## src/rtl/rx78_video_pkg.sv

```systemverilog
// Shared constants and types for the RX-78 video colour path.
// Timing defaults, plane storage type, fetch states and the colour priority rule.
package rx78_video_pkg;

    localparam int H_START_DEF  = 24;
    localparam int V_START_DEF  = 16;
    localparam int H_ACTIVE_DEF = 192;
    localparam int V_ACTIVE_DEF = 184;
    localparam int BPL_DEF      = H_ACTIVE_DEF / 8;
    localparam int NUM_PLANES   = 6;

    typedef logic [NUM_PLANES-1:0][7:0] plane_bytes_t;

    typedef enum logic [1:0] {
        ST_IDLE,
        ST_FETCH,
        ST_LATCH
    } fetch_state_t;

    // Colour indices are {B,G,R}
    localparam logic [2:0] COL_BLACK   = 3'b000;
    localparam logic [2:0] COL_RED     = 3'b001;
    localparam logic [2:0] COL_GREEN   = 3'b010;
    localparam logic [2:0] COL_YELLOW  = 3'b011;
    localparam logic [2:0] COL_BLUE    = 3'b100;
    localparam logic [2:0] COL_MAGENTA = 3'b101;
    localparam logic [2:0] COL_CYAN    = 3'b110;
    localparam logic [2:0] COL_WHITE   = 3'b111;

    // Foreground planes 1-3 win over background planes 4-6, which win over bgc.
    function automatic logic [2:0] pick_colour(input logic [5:0] a, input logic [2:0] bg_colour);
        if (a[2:0] != COL_BLACK)
            return a[2:0];
        else if (a[5:3] != COL_BLACK)
            return a[5:3];
        else
            return bg_colour;
    endfunction

endpackage

```

## src/rtl/rx78_plane_shifter.sv

```systemverilog
// One bitplane serialiser: parallel load, shift right, LSB is the current pixel.
module rx78_plane_shifter
    import rx78_video_pkg::*;
(
    input  logic       clk,
    input  logic       reset,
    input  logic       load,
    input  logic       shift,
    input  logic [7:0] din,
    output logic       pix
);

    logic [7:0] q;
    logic [7:0] q_next;

    always_comb begin
        q_next = q;
        if (load)
            q_next = din;
        else if (shift)
            q_next = {1'b0, q[7:1]};
    end

    always_ff @(posedge clk) begin
        if (reset)
            q <= '0;
        else
            q <= q_next;
    end

    // Post-update bit, so the compose register captures this pixel on the same ce_pix
    assign pix = q_next[0];

endmodule

```

## src/rtl/rx78_vram_scanout.sv

```systemverilog
// VRAM read-side scanout: fetches six bitplanes per 8-pixel column, serialises them,
// applies plane mask and fg/bg priority, and drives registered RGB888.
module rx78_vram_scanout
    import rx78_video_pkg::*;
#(
    parameter int H_START  = H_START_DEF,
    parameter int V_START  = V_START_DEF,
    parameter int H_ACTIVE = H_ACTIVE_DEF,
    parameter int V_ACTIVE = V_ACTIVE_DEF,
    parameter int BPL      = BPL_DEF
) (
    input  logic        clk,
    input  logic        reset,
    input  logic        ce_pix,
    input  logic [8:0]  h,
    input  logic [8:0]  v,
    output logic [12:0] vram_addr,
    input  logic [7:0]  v1,
    input  logic [7:0]  v2,
    input  logic [7:0]  v3,
    input  logic [7:0]  v4,
    input  logic [7:0]  v5,
    input  logic [7:0]  v6,
    input  logic [7:0]  mask,
    input  logic [7:0]  bgc,
    output logic        active,
    output logic [7:0]  red,
    output logic [7:0]  green,
    output logic [7:0]  blue
);

    localparam logic [8:0]  H_FETCH0  = 9'(H_START - 8);
    localparam logic [8:0]  H_FIRST   = 9'(H_START);
    localparam logic [8:0]  H_END     = 9'(H_START + H_ACTIVE);
    localparam logic [8:0]  H_SPAN    = 9'(H_ACTIVE);
    localparam logic [8:0]  V_FIRST   = 9'(V_START);
    localparam logic [8:0]  V_END     = 9'(V_START + V_ACTIVE);
    localparam logic [12:0] LINE_STEP = 13'(BPL);

    fetch_state_t state;
    plane_bytes_t holding;
    logic [12:0]  line_base;
    logic [12:0]  base_now;
    logic         frame_ok;
    logic         line_act;
    logic         pix_act;
    logic         fetch_hit;
    logic         load_col;
    logic [8:0]   h_rel_fetch;
    logic [8:0]   h_rel_pix;
    logic [5:0]   pix_bits;
    logic [2:0]   col3;
    logic         unused_bits;

    assign unused_bits = ^{mask[7:6], bgc[7:3]};

    // Window decode; base_now folds in the h==0 line step so a fetch at h==0 sees the new line.
    always_comb begin
        line_act    = (v >= V_FIRST) && (v < V_END);
        h_rel_fetch = h - H_FETCH0;
        h_rel_pix   = h - H_FIRST;
        fetch_hit   = line_act && (h >= H_FETCH0) && (h_rel_fetch < H_SPAN)
                      && (h_rel_fetch[2:0] == 3'd0);
        pix_act     = line_act && (h >= H_FIRST) && (h < H_END);
        load_col    = pix_act && (h_rel_pix[2:0] == 3'd0);
        base_now    = line_base;
        if (h == 9'd0) begin
            if (v == V_FIRST)
                base_now = '0;
            else if (line_act)
                base_now = line_base + LINE_STEP;
        end
    end

    always_ff @(posedge clk) begin
        if (reset) begin
            line_base <= '0;
            frame_ok  <= 1'b0;
        end else if (ce_pix) begin
            line_base <= base_now;
            if ((v == V_FIRST) && (h == 9'd0))
                frame_ok <= 1'b1;
        end
    end

    // Column fetch: address goes out, plane bytes are valid one clock later and land in holding.
    always_ff @(posedge clk) begin
        if (reset) begin
            state     <= ST_IDLE;
            vram_addr <= '0;
            holding   <= '0;
        end else begin
            case (state)
                ST_IDLE: begin
                    if (ce_pix && fetch_hit) begin
                        vram_addr <= base_now + {7'd0, h_rel_fetch[8:3]};
                        state     <= ST_FETCH;
                    end
                end
                ST_FETCH: state <= ST_LATCH;
                ST_LATCH: begin
                    holding <= {v6, v5, v4, v3, v2, v1};
                    state   <= ST_IDLE;
                end
                default: state <= ST_IDLE;
            endcase
        end
    end

    for (genvar i = 0; i < NUM_PLANES; i++) begin : g_plane
        rx78_plane_shifter u_shift (
            .clk   (clk),
            .reset (reset),
            .load  (ce_pix && load_col),
            .shift (ce_pix && pix_act && !load_col),
            .din   (holding[i]),
            .pix   (pix_bits[i])
        );
    end

    always_comb begin
        col3 = pick_colour(pix_bits & mask[5:0], bgc[2:0]);
    end

    // Output stays black until the first V_START after reset.
    always_ff @(posedge clk) begin
        if (reset) begin
            active <= 1'b0;
            red    <= '0;
            green  <= '0;
            blue   <= '0;
        end else if (ce_pix) begin
            if (frame_ok && pix_act) begin
                active <= 1'b1;
                red    <= {8{col3[0]}};
                green  <= {8{col3[1]}};
                blue   <= {8{col3[2]}};
            end else begin
                active <= 1'b0;
                red    <= '0;
                green  <= '0;
                blue   <= '0;
            end
        end
    end

endmodule

```

## config.mk

```make
export PLATFORM = sky130hd
export DESIGN_NAME = rx78_vram_scanout
export DESIGN_NICKNAME = d
export VERILOG_FILES = /design/src/rtl/rx78_video_pkg.sv /design/src/rtl/rx78_plane_shifter.sv /design/src/rtl/rx78_vram_scanout.sv
export SDC_FILE = /design/constraint.sdc
export NUM_CORES = 1
export LEC_CHECK = 0
export ABC_CLOCK_PERIOD_IN_PS = 4300
export BUFFER_PORTS_ARGS = -buffer_cell sky130_fd_sc_hd__buf_4
export CAP_MARGIN = 20
export CORE_UTILIZATION = 47
export DETAILED_ROUTE_END_ITERATION = 10
export GPL_ROUTABILITY_DRIVEN = 0
export PLACE_DENSITY_LB_ADDON = 0.12
export SYNTH_ARGS = -nofsm -noshare
export SYNTH_HDL_FRONTEND = slang
export SYNTH_SLANG_ARGS = --single-unit
```

## constraint.sdc

```tcl
create_clock -name clk -period 4.3 [get_ports clk]
set_clock_uncertainty 0.05 [all_clocks]
set_input_delay 0.86 -clock clk [delete_from_list [all_inputs] [get_ports clk]]
set_output_delay 0.86 -clock clk [all_outputs]
set_load 0.005 [all_outputs]
```

==> results.txt <==
Pins Over Slew Limit = 0
clock-pin slew on the worst setup and hold paths = 50 ps
CP Max Fanout = 4
DRT Pass-1 Iters = 5
Yosys reg bits = 129
height of the die = 115.5 um
most frequent cells in the layout = dfxtp_1, buf_4, nand2_1
CP Capture Type = register
Post-Syn Area per Cell = 8.333 sq um
setup bufs post-CTS = 0
post-DR wirelength/cell = 14.15 um
clock sink count = 129
Cell Area, Placed = 6899 sq um
Setup WS post-layout = 497.4 ps
synth top area cells = dfxtp_1, nand2_1, mux2i_1
most common cell after layout, fill and taps aside = dfxtp_1
ratio of cells with drive above 1 in the final layout = 21.98%
Fill cells = 1147
die area = 13330 sq um
CP startpoint kind = input port
Final min period = 3803 ps
Post-DRT Antenna Nets = 0
Max Cap Viol = 0
setup TNS = 0 ps
clk_lat worst skew = 420 ps
PostCTS Resize Cnt = 0
CTS Hold Buffers Added = 0
Final setup viols = 0
Synth Instances = 726
FP Rows = 41
share of the synthesized area in the top cell type = 42.69%
final WL = 14.03 mm
DIE WIDTH = 115.5 um
critical path class = input port to register
Synth Warn # = 0
Main synth FF type = dfxtp_1
Final nets = 902
Max VDD drop = 0.2788 mV
sequential share of the synthesized area = 42.69%
core area = 12570 sq um
num ports = 123
CTS Buffer Depth = 2
CTS buffer count = 17
Critical Path RT = 4590 ps
ys async rst share = 0%
synth-to-layout area growth = 24.45%
Reg2Reg Launch Point = line_base[3]
total power = 0.002841 W
DRT iter0 DRCs = 327
CTS tree = built
antenna violations before repair = 0
Vias = 5181
GRT overflow = 0
Post-Syn Area = 6050 sq um
Worst Setup SP = v[5]
status = completed
initial core utilization = 48.13%
Hold Path Class = register to register
Pwr Density = 377.4 nW/um^2
first-pass GRT wire length = 22.67 mm
I/O Buffers = 115
final instance area = 7528 sq um
final-report hold violation count = 0
# DRC = 0
Distinct cells, synth = 52
clock root buffer = clkbuf_16
EDFF count, synth = 0
Critical path destination = vram_addr[12]
DR vias/cell = 5.228
htree depth = 4
Hold Path Depth = 2
Lkg Pwr = 2.806 nW
critical path arrival = 4090 ps
Slew HR = 31.14%
Place WS = 82.52 ps
Fmax = 0.2630 GHz
largest net degree at the start of global routing = 87
vias in the first global route = 4890
Final Core Density = 59.90%
reg-to-reg endpoint = vram_addr[12]
Post-Syn Nets = 822
total track usage = 21.90%
RSZ-0062 raised after global routing = no
post-DP HPWL = 9.483 mm
R2R Setup Slk = 1360 ps
Antenna Cells = 0
Worst-Margin Slew = 1033 ps
final worst-path cycle share = 88.43%
Reg2Reg Depth = 9
largest area contributor in the netlist = dfxtp_1
==> cells by family (layout without fill, tap and decap cells) <==
group,count (synthesis),after routing,share of synthesized area [%]
AOI/OAI and AO/OA,154,154,15.49
and+or+nand+nor,279,279,20.83
DFF,129,129,42.69
muxes,57,57,9.638
buffers and inverters,79,172,6.494
adders and majority gates,11,11,2.399
xor gates and xnor gates,17,17,2.461
==> registers in the layout, summed over array words and instances (netlist names) <==
name / count
green: 1
state: 2
red: 1
holding: 48
active: 1
vram_addr: 13
line_base: 13
blue: 1
frame_ok: 1
g_plane.u_shift.q: 48
==> critical path: stages <==
cell,delay [ps]
buf_4,120
or4_2,650
nor3_1,210
nand4_1,220
and2_1,220
ha_1,330
nor2b_1,130
o21ai_0,80
nand2b_1,120
a31oi_1,150
or4_4,460
or3_1,390
a31oi_1,160
==> where the power goes <==
part	leakage [nW]	switching, W	internal [W]
clock	0.295	0.000506	0.000926
combinational	1.47	0.0000967	0.0000913
sequential	1.04	0.00000830	0.00121
total	2.81	0.000611	0.00223
==> how the worst min path moves through the flow <==
stage	from	end	slack, ps
final	g_plane[1].u_shift.q[7]	g_plane[1].u_shift.q[7]	400
after global routing	holding[1]	holding[1]	420
after CTS	g_plane[1].u_shift.q[7]	g_plane[1].u_shift.q[7]	400
after detailed placement	g_plane[1].u_shift.q[7]	g_plane[1].u_shift.q[7]	390
after global placement	holding[16]	holding[16]	390
after floorplan	line_base[0]	line_base[0]	370
==> stage by stage <==
step                hold WS (ps)  instances
floorplan                  370.9        726
global placement           389.1        958
detailed placement         394.5        958
CTS                        402.2        990
global route               422.7        991
finish                     399.9        991
==> Yosys cell counts (4+ instances only) <==
library cell / n
dfxtp_1: 129
ha_1: 10
a31oi_1: 4
nor3_1: 8
a21oi_1: 79
nor2_1: 76
xor2_1: 6
o21ai_0: 10
nand3_1: 15
and2_1: 9
inv_1: 11
nand4_1: 4
nor2b_1: 7
a211oi_1: 40
xnor2_1: 11
nand2_1: 126
or3_1: 6
clkbuf_1: 40
mux2i_1: 47
nor4_1: 6
mux2_2: 10
buf_4: 23
==> layer usage <==
layer	vias to the layer above	global-route usage (%)	wire [um]
met5	-	0	0
met2	119	36.77	6700
met4	0	8.139	209
met1	2383	27.26	6528
met3	17	5.282	588
li1	2662	-	-
==> cell type report <==
type	instances	area, sq um	area share [%]
Timing Repair Buffer	129	988.4	13.13
Multi-Input combinational cell	518	3099	41.17
Clock inverter	9	103.9	1.379
Tap cell	172	215.2	2.859
Sequential cell	129	2582	34.30
Clock buffer	23	498.0	6.615
Inverter	11	41.29	0.5484
No activity file was read; power rests on OpenSTA's default activity.
